===== config.mk =====
export PLATFORM = sky130hd
export DESIGN_NAME = serial_receiver_32b
export DESIGN_NICKNAME = d
export VERILOG_FILES = /design/src/rtl/serial_receiver_32b.sv
export SDC_FILE = /design/constraint.sdc
export NUM_CORES = 1
export LEC_CHECK = 0
export ABC_AREA = 1
export CAP_MARGIN = 20
export CORE_MARGIN = 3
export CORE_UTILIZATION = 40
export DETAILED_ROUTE_END_ITERATION = 12
export PLACE_DENSITY_LB_ADDON = 0.1
export SYNTH_ARGS = -nofsm -noshare
export SYNTH_HDL_FRONTEND = slang
export SYNTH_SLANG_ARGS = --single-unit

===== constraint.sdc =====
create_clock -name clk -period 2.5 [get_ports clk]
set_input_delay 0.375 -clock clk [delete_from_list [all_inputs] [get_ports clk]]
set_output_delay 0.375 -clock clk [all_outputs]
set_load 0.01 [all_outputs]

===== src/rtl/serial_receiver_32b.sv =====
// Serial link receiver: synchronises clkTx/dinValid/din and rebuilds
// the {A, B, result, op, flags} frame, presenting it with a 1-clk strobe.
//
// Ports:
//   clk, reset          system clock, async active-low reset
//   clkTx, dinValid,    bit clock, frame-active, serial data (MSB first)
//   din
//   rxFrame             last good frame
//   rxA/rxB/rxResult    WIDTH-bit fields of rxFrame, MSB side first
//   rxOp/rxFlags        rxFrame[7:4] / rxFrame[3:0]
//   rxValid             1-clk strobe on a new good frame
//   rxBusy              reception in progress
//   frameError          sticky: last frame malformed
module serial_receiver_32b #(
    parameter int WIDTH       = 8,
    parameter int SYNC_STAGES = 2
) (
    input  logic                 clk,
    input  logic                 reset,
    input  logic                 clkTx,
    input  logic                 dinValid,
    input  logic                 din,
    output logic [3*WIDTH+7:0]   rxFrame,
    output logic [WIDTH-1:0]     rxA,
    output logic [WIDTH-1:0]     rxB,
    output logic [WIDTH-1:0]     rxResult,
    output logic [3:0]           rxOp,
    output logic [3:0]           rxFlags,
    output logic                 rxValid,
    output logic                 rxBusy,
    output logic                 frameError
);

    localparam int FRAME = 3*WIDTH + 8;
    localparam int CW    = $clog2(FRAME + 1);

    typedef enum logic [2:0] {
        IDLE = 3'd0,
        RECV = 3'd1,
        DONE = 3'd2,
        WAIT = 3'd3,
        ERR  = 3'd4
    } state_t;

    state_t state_q, state_d;

    logic [SYNC_STAGES-1:0] ck_sync_q;
    logic [SYNC_STAGES-1:0] dv_sync_q;
    logic [SYNC_STAGES-1:0] dt_sync_q;
    logic                   ck_prev_q;
    logic                   dv_prev_q;

    logic [FRAME-1:0] shift_q, shift_d;
    logic [FRAME-1:0] frame_q, frame_d;
    logic [CW-1:0]    cnt_q, cnt_d;
    logic             valid_q, valid_d;
    logic             err_q, err_d;

    logic ck_s, dv_s, dt_s;
    logic strobe, dv_rise;

    assign ck_s    = ck_sync_q[SYNC_STAGES-1];
    assign dv_s    = dv_sync_q[SYNC_STAGES-1];
    assign dt_s    = dt_sync_q[SYNC_STAGES-1];
    // Falling bit clock lands mid-bit, since the sender moves din on rise.
    assign strobe  = ck_prev_q & ~ck_s;
    assign dv_rise = dv_s & ~dv_prev_q;

    always_ff @(posedge clk or negedge reset) begin
        if (!reset) begin
            ck_sync_q <= '0;
            dv_sync_q <= '0;
            dt_sync_q <= '0;
            ck_prev_q <= 1'b0;
            dv_prev_q <= 1'b0;
        end else begin
            ck_sync_q <= {ck_sync_q[SYNC_STAGES-2:0], clkTx};
            dv_sync_q <= {dv_sync_q[SYNC_STAGES-2:0], dinValid};
            dt_sync_q <= {dt_sync_q[SYNC_STAGES-2:0], din};
            ck_prev_q <= ck_s;
            dv_prev_q <= dv_s;
        end
    end

    always_ff @(posedge clk or negedge reset) begin
        if (!reset) begin
            state_q <= IDLE;
        end else begin
            state_q <= state_d;
        end
    end

    always_comb begin
        state_d = state_q;
        unique case (state_q)
            IDLE: if (dv_rise) state_d = RECV;
            // Valid low wins over a coincident strobe.
            RECV: begin
                if (!dv_s) begin
                    state_d = ERR;
                end else if (strobe && cnt_q == CW'(FRAME-1)) begin
                    state_d = DONE;
                end
            end
            DONE: state_d = WAIT;
            WAIT: if (!dv_s) state_d = IDLE;
            ERR:  state_d = IDLE;
            default: state_d = IDLE;
        endcase
    end

    always_comb begin
        shift_d = shift_q;
        frame_d = frame_q;
        cnt_d   = cnt_q;
        valid_d = 1'b0;
        err_d   = err_q;
        unique case (state_q)
            IDLE: begin
                if (dv_rise) begin
                    cnt_d   = '0;
                    shift_d = '0;
                    err_d   = 1'b0;
                end
            end
            RECV: begin
                if (dv_s && strobe) begin
                    shift_d = {shift_q[FRAME-2:0], dt_s};
                    if (cnt_q != CW'(FRAME)) cnt_d = cnt_q + CW'(1);
                end
            end
            // Frame and strobe register together so they line up.
            DONE: begin
                frame_d = shift_q;
                valid_d = 1'b1;
            end
            WAIT: if (dv_s && strobe) err_d = 1'b1;
            ERR:  err_d = 1'b1;
            default: ;
        endcase
    end

    always_ff @(posedge clk or negedge reset) begin
        if (!reset) begin
            shift_q <= '0;
            frame_q <= '0;
            cnt_q   <= '0;
            valid_q <= 1'b0;
            err_q   <= 1'b0;
        end else begin
            shift_q <= shift_d;
            frame_q <= frame_d;
            cnt_q   <= cnt_d;
            valid_q <= valid_d;
            err_q   <= err_d;
        end
    end

    always_comb begin
        rxBusy = 1'b0;
        unique case (state_q)
            RECV, DONE, WAIT: rxBusy = 1'b1;
            default:          rxBusy = 1'b0;
        endcase
    end

    assign rxValid    = valid_q;
    assign frameError = err_q;
    assign rxFrame    = frame_q;
    assign rxA        = frame_q[FRAME-1 -: WIDTH];
    assign rxB        = frame_q[FRAME-1-WIDTH -: WIDTH];
    assign rxResult   = frame_q[FRAME-1-2*WIDTH -: WIDTH];
    assign rxOp       = frame_q[7:4];
    assign rxFlags    = frame_q[3:0];

endmodule


# ---- Word-level counts from Yosys, hierarchy flattened
# Index checks and enable logic that the tools add are counted.
dict set report op_classes {
  n_eq_ne 12
  reduce_logical 10
  n_addsub 1
  mux 17
  bitwise_logic 4
}
# cell n
set ops {}
lappend ops {{$mux W32} 2}
lappend ops {{$pmux W32 S2} 1}
lappend ops {{$mux W6} 3}
lappend ops {{$mux W3} 4}
lappend ops {{$pmux W3 S4} 1}
lappend ops {{$pmux W6 S2} 1}
lappend ops {{$ne A2 B2 Y1 const B} 5}
lappend ops {{$reduce_and A3 Y1} 3}
lappend ops {{$add A6 B1 Y6 const B} 1}
lappend ops {{$eq A3 B2 Y1 const B} 2}
lappend ops {{$eq A6 B5 Y1 const B} 1}
lappend ops {{$ne A6 B6 Y1 const B} 1}
lappend ops {{$mux W1} 4}
lappend ops {{$reduce_and A4 Y1} 1}
lappend ops {{$eq A3 B1 Y1 const B} 1}
lappend ops {{$eq A3 B3 Y1 const B} 1}
lappend ops {{$logic_not A3 Y1} 1}
lappend ops {{$ne A3 B3 Y1 const B} 1}
lappend ops {{$pmux W1 S3} 1}
lappend ops {{$reduce_bool A3 Y1} 1}
lappend ops {{$reduce_or A3 Y1} 1}
lappend ops {{$and A1 B1 Y1} 2}
lappend ops {{$logic_and A1 B1 Y1} 2}
lappend ops {{$not A1 Y1} 2}
lappend ops {{$reduce_bool A2 Y1} 1}
dict set report word_totals {
  register_bits 83
  wordCells 55
  input_bits 5
}

# ---- Logic depth before layout (Yosys ltp)
dict set report logic_depth {
  ltp_word 6
  mapped_depth 9
}

# ---- Worst setup path after synthesis
# Ideal clock, no wire load.
dict set report synth_path {
  kind {register to register}
  startpoint {reg state_q[0]}
  endpoint {reg shift_q[23]}
  t_arrival_ns 1.218
  n_path_buf 2
  slack_ns 1.164
  synth_period_minus_slack_ns 1.336
  path_stages_with_launch 9
  setup_time_ns 0.117
  cell_sequence {dfrtp_1 -> buf_4 -> nor2_4 -> nand2_1 -> nand2_1 -> nand3_4 -> buf_6 -> nand2_1 -> o21ai_2}
}
dict set report synth_via {
  elab_chain_cells 3
  word_cells_on_any_way 7
}
# item line_no
set synth_rtl {}
lappend synth_rtl {{start, declared} 45} ;# state_t state_q, state_d;
lappend synth_rtl {{start signal, assigned} 89} ;# state_q <= state_d;
lappend synth_rtl {{$eq A3 B1 Y1 / $logic_not A3 Y1 (equally long branches)} 118} ;# unique case (state_q)
lappend synth_rtl {{$ne A2 B2 Y1 (no line) / $reduce_bool A2 Y1 (equally long branches)} --}
lappend synth_rtl {{$reduce_and A3 Y1 (no line)} --}
lappend synth_rtl {{end signal, assigned} 151} ;# shift_q <= shift_d;
lappend synth_rtl {{end, declared} 53} ;# logic [FRAME-1:0] shift_q, shift_d;
# Several ways; a longest one is shown, not always the timed one.
# A chain may end at the register's enable or synchronous reset.

# ---- Worst setup path after layout
dict set report layout_path {
  startpoint {reg state_q[0]}
  endpoint {out rxBusy}
}
dict set report layout_via {
  elab_chain_cells 3
  word_cells_on_any_way 5
}
# item line_no
set layout_rtl {}
lappend layout_rtl {{$eq A3 B2 Y1 / $eq A3 B1 Y1 (equally long branches)} 161} ;# unique case (state_q)
lappend layout_rtl {{$reduce_or A3 Y1 *} 161}
lappend layout_rtl {{$mux W1 *} 161}
lappend layout_rtl {{end, declared} 30} ;# output logic rxBusy,
# Mark *: on every way between the ends. The rest lies on a longest branch, timed or not.

==> summary.md <==
| Metric | Value |
|---|---|
| Slowest CP cell | `clkdlybuf4s50_1` |
| CP max stage delay | `0.55 ns` |
| Final instance area | `4527 µm²` |
| Setup clock skew after layout | `0.007979 ns` |
| Flop pwr share | `40.0%` |
| Cell Pwr Density | `846.5 nW/µm²` |
| Violated checks | `hold timing` |
| Worst Path Required | `2.12 ns` |
| Vias in the first global route | `2680` |
| Root Driver | `clkbuf_8` |
| Post-route DRC | `0` |
| Hold_ws | `-0.0009507 ns` |
| CTS sink cnt | `83` |
| Post-synth top flop | `dfrtp_1` |
| R2r worst-path depth | `6` |
| Reg area | `2077 µm²` |
| Sequential element share of the synthesized area | `54.88%` |
| Placed cell areas | `4327 µm²` |
| Fin Setup TNS | `0 ns` |
| Total track usage | `14.76%` |
| TritonCTS clock tree | `built` |
| Worst Hold Class | `in -> async` |
| Switch share | `40.40%` |
| Internal power | `2.284 mW` |
| Final Hold Fails | `1` |
| Most common cell in the netlist | `nand2_1` |
| Total number of vias | `2638` |
| Power Total | `3.832 mW` |
| Crit share post-route | `79.00%` |
| Sw Pwr | `1.548 mW` |
| GRT overflow | `0` |
| Post-cts hold buffer count | `0` |
| Post-CTS Setup Bufs | `0` |
| First-pass GRT wire length | `12.43 mm` |
| Total die area | `10670 µm²` |
| PortBufs | `71` |
| Post-cts resize count | `0` |
| Top Ports | `72` |
| Synthesis warning total | `0` |
| Outcome | `finished with violations` |
| First-pass detailed-route iteration total | `4` |
| Area growth from synthesis to final layout | `19.60%` |
| Syn Std Cell Area | `3785 µm²` |
| Detailed Place HPWL | `4.538 mm` |
| FF+latch count, synth | `83` |
| Max Cap Viol | `0` |
| Pre-CTS WS | `0.7447 ns` |
| Post-synth cell types | `23` |
| Slew Limit Fails | `0` |
| Detail Route Antenna Nets | `0` |
| Clock Path Buffers | `2` |
| Number of synthesized flops with an enable pin | `0` |
| Fmax | `506.3 MHz` |
| Clock Power Share | `25.5%` |
| Fillers | `879` |
| Syn Area/Cell | `8.990 µm²` |
| Largest net degree at the start of global routing | `43` |
| Critical path peak fanout | `7` |
| Initial DRC count | `62` |
| Clock Latency Late Sink | `0.36 ns` |
| Crit end category | `primary output` |
| Overall die width | `103.3 µm` |
| Net count after synthesis | `428` |
| Dominant cell type by area after synthesis | `dfrtp_1` |
| CP endpoint | `rxBusy` |
| Initial Utilization | `42.37%` |
| Worst Setup SP | `state_q[0]` |
| Gate power share | `34.5%` |
| Lkg Pwr | `2.170 nW` |
| Initial antenna violation count | `0` |
| Worst path cell trace | `nor2_4, nor2_1, clkdlybuf4s50_1` |
| Reg2Reg Capture Point | `shift_q[26]` |
| CORE AREA | `8934 µm²` |
| RSZ-0062 raised after global routing | `false` |
| Fin crit period | `1.975 ns` |
| Setup slack, reg-to-reg | `0.72 ns` |
| Arrival time worst endpoint | `1.60 ns` |
| Rows | `34` |
| # setup viols final | `0` |
| Max IR drop VDD | `0.5460 mV` |
| Critical Path Source Type | `register` |
| Fraction of layout cells with a size suffix above 1 | `13.33%` |
| Synth top area cells | `dfrtp_1 (55%), nand2_1 (20%), o21ai_2 (7.4%)` |
| H-tree levels | `3` |
| Critical path type | `reg -> out` |
| Mapped Cells | `421` |
| Final estimated routing congestion in global placement | `0.7917` |
| Cell Count Post-Placement | `557` |
| Nets | `467` |
| Chip height | `103.3 µm` |
| # diodes | `0` |
| Share of synthesized registers carrying an async set or reset | `100.0%` |
| Share of the synthesized area in the top cell type | `54.88%` |
| Final WS setup | `0.5251 ns` |
| Top cells by count, synth | `nand2_1 (202), dfrtp_1 (83), buf_4 (36)` |
| Reg clk slew, reported paths | `0.08 ns` |
| Fin cells | `573` |
| WL/cell | `12.38 µm` |
| Max_slew headroom | `63.57%` |
| CTS Buf Count | `9` |
| Least-Margin Pin Slew | `0.5464 ns` |
| WL final | `7.091 mm` |
| Worst R2R Start | `state_q[0]` |
| Via density per instance | `4.604` |
| Area of the multi-input gates | `1281 µm²` |
[stage by stage]
| step | utilization, % | hold slack, ns |
|---|---|---|
| after detailed placement | 48.43 | 0.3347 |
| after CTS | 50.67 | 0.01011 |
| after global routing | 50.67 | 0.03680 |
| after floorplan | - | 0.07941 |
| final | 50.67 | -0.0009507 |
| after global placement | 48.43 | 0.3339 |
[logic make-up (layout without fill, tap and decap cells)]
group | after synthesis | in the layout | share of synthesized area [%]
xor gates and xnor gates | 2 | 2 | 0.4629
buffers and inverters | 64 | 108 | 11.27
and+or+nand+nor | 236 | 236 | 25.06
DFF | 83 | 83 | 54.88
adders and majority gates | 2 | 2 | 0.6611
AOI/OAI and AO/OA | 34 | 34 | 7.669
[critical path: cells and delay by family, from the launching register on]
kind / cells / cell delay, ns
flip-flops: 1 / 0.52
buffers and inverters: 1 / 0.55
AND/OR/NAND/NOR: 2 / 0.18
[worst min path at each step]
stage,end,from,slack [ns]
2_1_floorplan,ck_prev_q,reset,0.08
3_3_place_gp,dv_sync_q[1],dv_sync_q[0],0.33
3_5_place_dp,dv_sync_q[1],dv_sync_q[0],0.33
4_1_cts,rxFrame[25],reset,0.01
5_1_grt,rxFrame[23],reset,0.04
6_report,frameError,reset,-0.001
[state kept, by name (all words and copies together) (netlist names)]
register,cells
ck_sync_q,2
rxFrame,32
state_q,3
rxValid,1
dv_prev_q,1
frameError,1
dt_sync_q,2
ck_prev_q,1
dv_sync_q,2
cnt_q,6
shift_q,32
[metal layers]
metal  GRT usage [%]  part of all wire, %  vias to the layer above  wire length [µm]
li1                -                    -                     1343                 -
met1           20.27                   49                     1224              3498
met2           22.20                   45                       57              3198
met3           2.750                  3.1                       14               223
met4           7.869                  2.4                        0               170
met5               0                    0                        -                 0
[power groups by stage]
stage	Combinational, mW	Clock [mW]	Sequential, mW
after detailed placement	1.35	0	1.56
after global placement	1.33	0	1.56
after CTS	1.35	1.01	1.53
after global routing	1.48	1.05	1.55
after floorplan	1.15	0	1.53
final	1.32	0.978	1.53
[cell usage in the layout (no fill, tap or decap), drive strengths merged]
| cell | instances |
|---|---|
| buf | 6 |
| nand2 | 203 |
| dfrtp | 83 |
| inv | 18 |
| clkdlybuf4s50 | 70 |
| a21oi | 1 |
| bufinv | 1 |
| xor2 | 1 |
| nor2 | 20 |
| clkinvlp | 2 |
| nand3 | 11 |
| clkbuf | 9 |
| ha | 2 |
| nand4 | 1 |
| o21ai | 33 |
| xnor2 | 1 |
| nor3b | 1 |
| clkinv | 2 |
[cell type report]
cell class	count	share of cell area [%]
sequential	83	45.88
multi-input combinational	274	28.30
timing repair buffer	76	17.03
tap	108	2.985
clock buffer	9	2.736
clock inverter	7	1.686
inverter	16	1.382
No activity file was read; power rests on OpenSTA's default activity.
==> variant: new RTL, config.mk and constraints unchanged <==
Set the parameter `WIDTH` to 16 (it was 8).
--- a/src/rtl/serial_receiver_32b.sv
+++ b/src/rtl/serial_receiver_32b.sv
@@ -13,5 +13,5 @@
 //   frameError          sticky: last frame malformed
 module serial_receiver_32b #(
-    parameter int WIDTH       = 8,
+    parameter int WIDTH       = 16,
     parameter int SYNC_STAGES = 2
 ) (
Ports: changed (resized rxA, rxB, rxFrame and rxResult); port bits go from 72 to 120. The function was not compared with the original's and may differ.
==> variant against the original RTL <==
- sequential cell count grew 48
- synthesized area grew 53%
- worst hold slack improved by 0.35 ns
- total power grew 73%
- routed wire length increased by 61%
- combinational power is 33% higher
- final area grew 61%
- global-route usage is 0.72 points higher
- clock skew shrank 0.00096 ns
- worst setup slack lost 0.084 ns
- sequential share of layout area down 0.99 points
==> variant: results (changes against the original RTL) <==
Placement:
- The routability congestion estimate from global placement is 0.718 (-9.3%).
- The HPWL after detailed placement is 7090 µm (+56%).
- The number of port buffers came to 119 (+68%).

Synthesis:
- The synthesized netlist cell count is 654 (+55%).
- By count the netlist is led by nand2_1 (323), dfrtp_1 (131), buf_4 (58), o21ai_2 (26), o21ai_0 (19).
- The share of the synthesized area in compound gates (AO/OA/AOI/OAI) came to 7.03% (-0.63 points).
- The xor and xnor fraction of the mapped netlist area is 0.152% (-0.31 points).

Clocking:
- The clock transition at the register clock pins on the worst setup and hold paths after CTS is 0.05 ns (-0.03 ns).
- The tree is rooted in a clkbuf_16.
- The H-tree depth reported by CTS is 4 (+1).
- The number of sinks handled by clock tree synthesis is 131 (+58%).

Critical path:
- The origin of the critical flop-to-flop path is state_q[2]$_DFFE_PN0P_.
- The end of the worst register-to-register path is cnt_q[3]$_DFFE_PN0P_.
- The setup slack of the worst register-to-register path is 0.52 ns (-0.20 ns).

Finish:
- The number of nets in the layout is 719 (+54%).
- The fraction of layout instances using a drive strength above 1 came to 9.66% (-3.7 points).
- The non-clock inverter total of the final layout was 18 (+2).
- The filler cell count in the final layout is 1297 (+48%).
- The multi-input gate count came to 418 (+53%).
- The share of the final layout cell area in sequential cells was 44.9% (-0.99 points).
- The number of signal-net buffers in the layout came to 126 (+66%).
- The number of standard cells in the layout, taps in and fillers out is 905 (+58%).
- The multi-input combinational area share came to 24.9% (-3.4 points).
- The clock buffer count in the final layout is 23 (+14).

GRT:
- The overall routing resource usage is 15.5% (+0.72 points).

Drt:
- The DRC marker count from the first detailed-route iteration is 216 (+250%).
- The via-per-instance ratio is 4.61 (+0.20%).

Timing:
- The transition at the pin with the smallest max-transition slack was 0.962 ns (+0.416 ns).

Outcome:
- The flow ran to the end, and the final reports show no timing, DRC or antenna violations.

Pwr:
- The net switching component of the power is 2260 µW (+46%).

Min path:
- The classification of the worst-slack hold path is flop to flop.
==> variant: worst max path at each step <==
stage,depth (start not counted),from,end,slack [ns]
6_report,3,state_q[0]$_DFFE_PN0P_,rxBusy,0.44
5_1_grt,3,state_q[0]$_DFFE_PN0P_,rxBusy,0.34
4_1_cts,3,state_q[0]$_DFFE_PN0P_,rxBusy,0.43
3_5_place_dp,9,state_q[2]$_DFFE_PN0P_,cnt_q[3]$_DFFE_PN0P_,0.56
3_3_place_gp,9,state_q[2]$_DFFE_PN0P_,cnt_q[0]$_DFFE_PN0P_,0.62
2_1_floorplan,5,state_q[0]$_DFFE_PN0P_,shift_q[15]$_DFFE_PN0P_,1.11
==> variant: power groups by stage <==
stage	clock network (µW)	logic (µW)	registers (µW)
detailed placement	0	1770	2350
finish	2550	1750	2320
CTS	2610	1780	2320
global route	2710	1970	2330
global placement	0	1750	2350
floorplan	0	1500	2340
==> variant: per-layer routing <==
metal | wire [µm] | global-route usage (%) | up-vias
li1 | - | - | 2076
met2 | 5380 | 24.3 | 100
met1 | 5410 | 20.6 | 1985
met4 | 153 | 5.68 | 0
met5 | 0 | 0 | -
met3 | 466 | 4.45 | 14
==> variant: worst max-delay path: cells and delay by family, from the launching register on <==
| kind | cells | cell delay [ns] |
|---|---|---|
| simple gates | 2 | 0.22 |
| flops | 1 | 0.50 |
| buf+inv | 1 | 0.55 |
==> variant: cell families after synthesis <==
logic type / after synthesis
xor+xnor: 1
buf+inv: 105
compound gates: 61
simple gates: 354
fa+ha+maj: 2
flops: 131
==> variant: repair_timing <==
item                                   in CTS  in global routing
endpoints found under the hold margin      52                  0
hold buffers                                1                  0
setup buffers                               0                  0
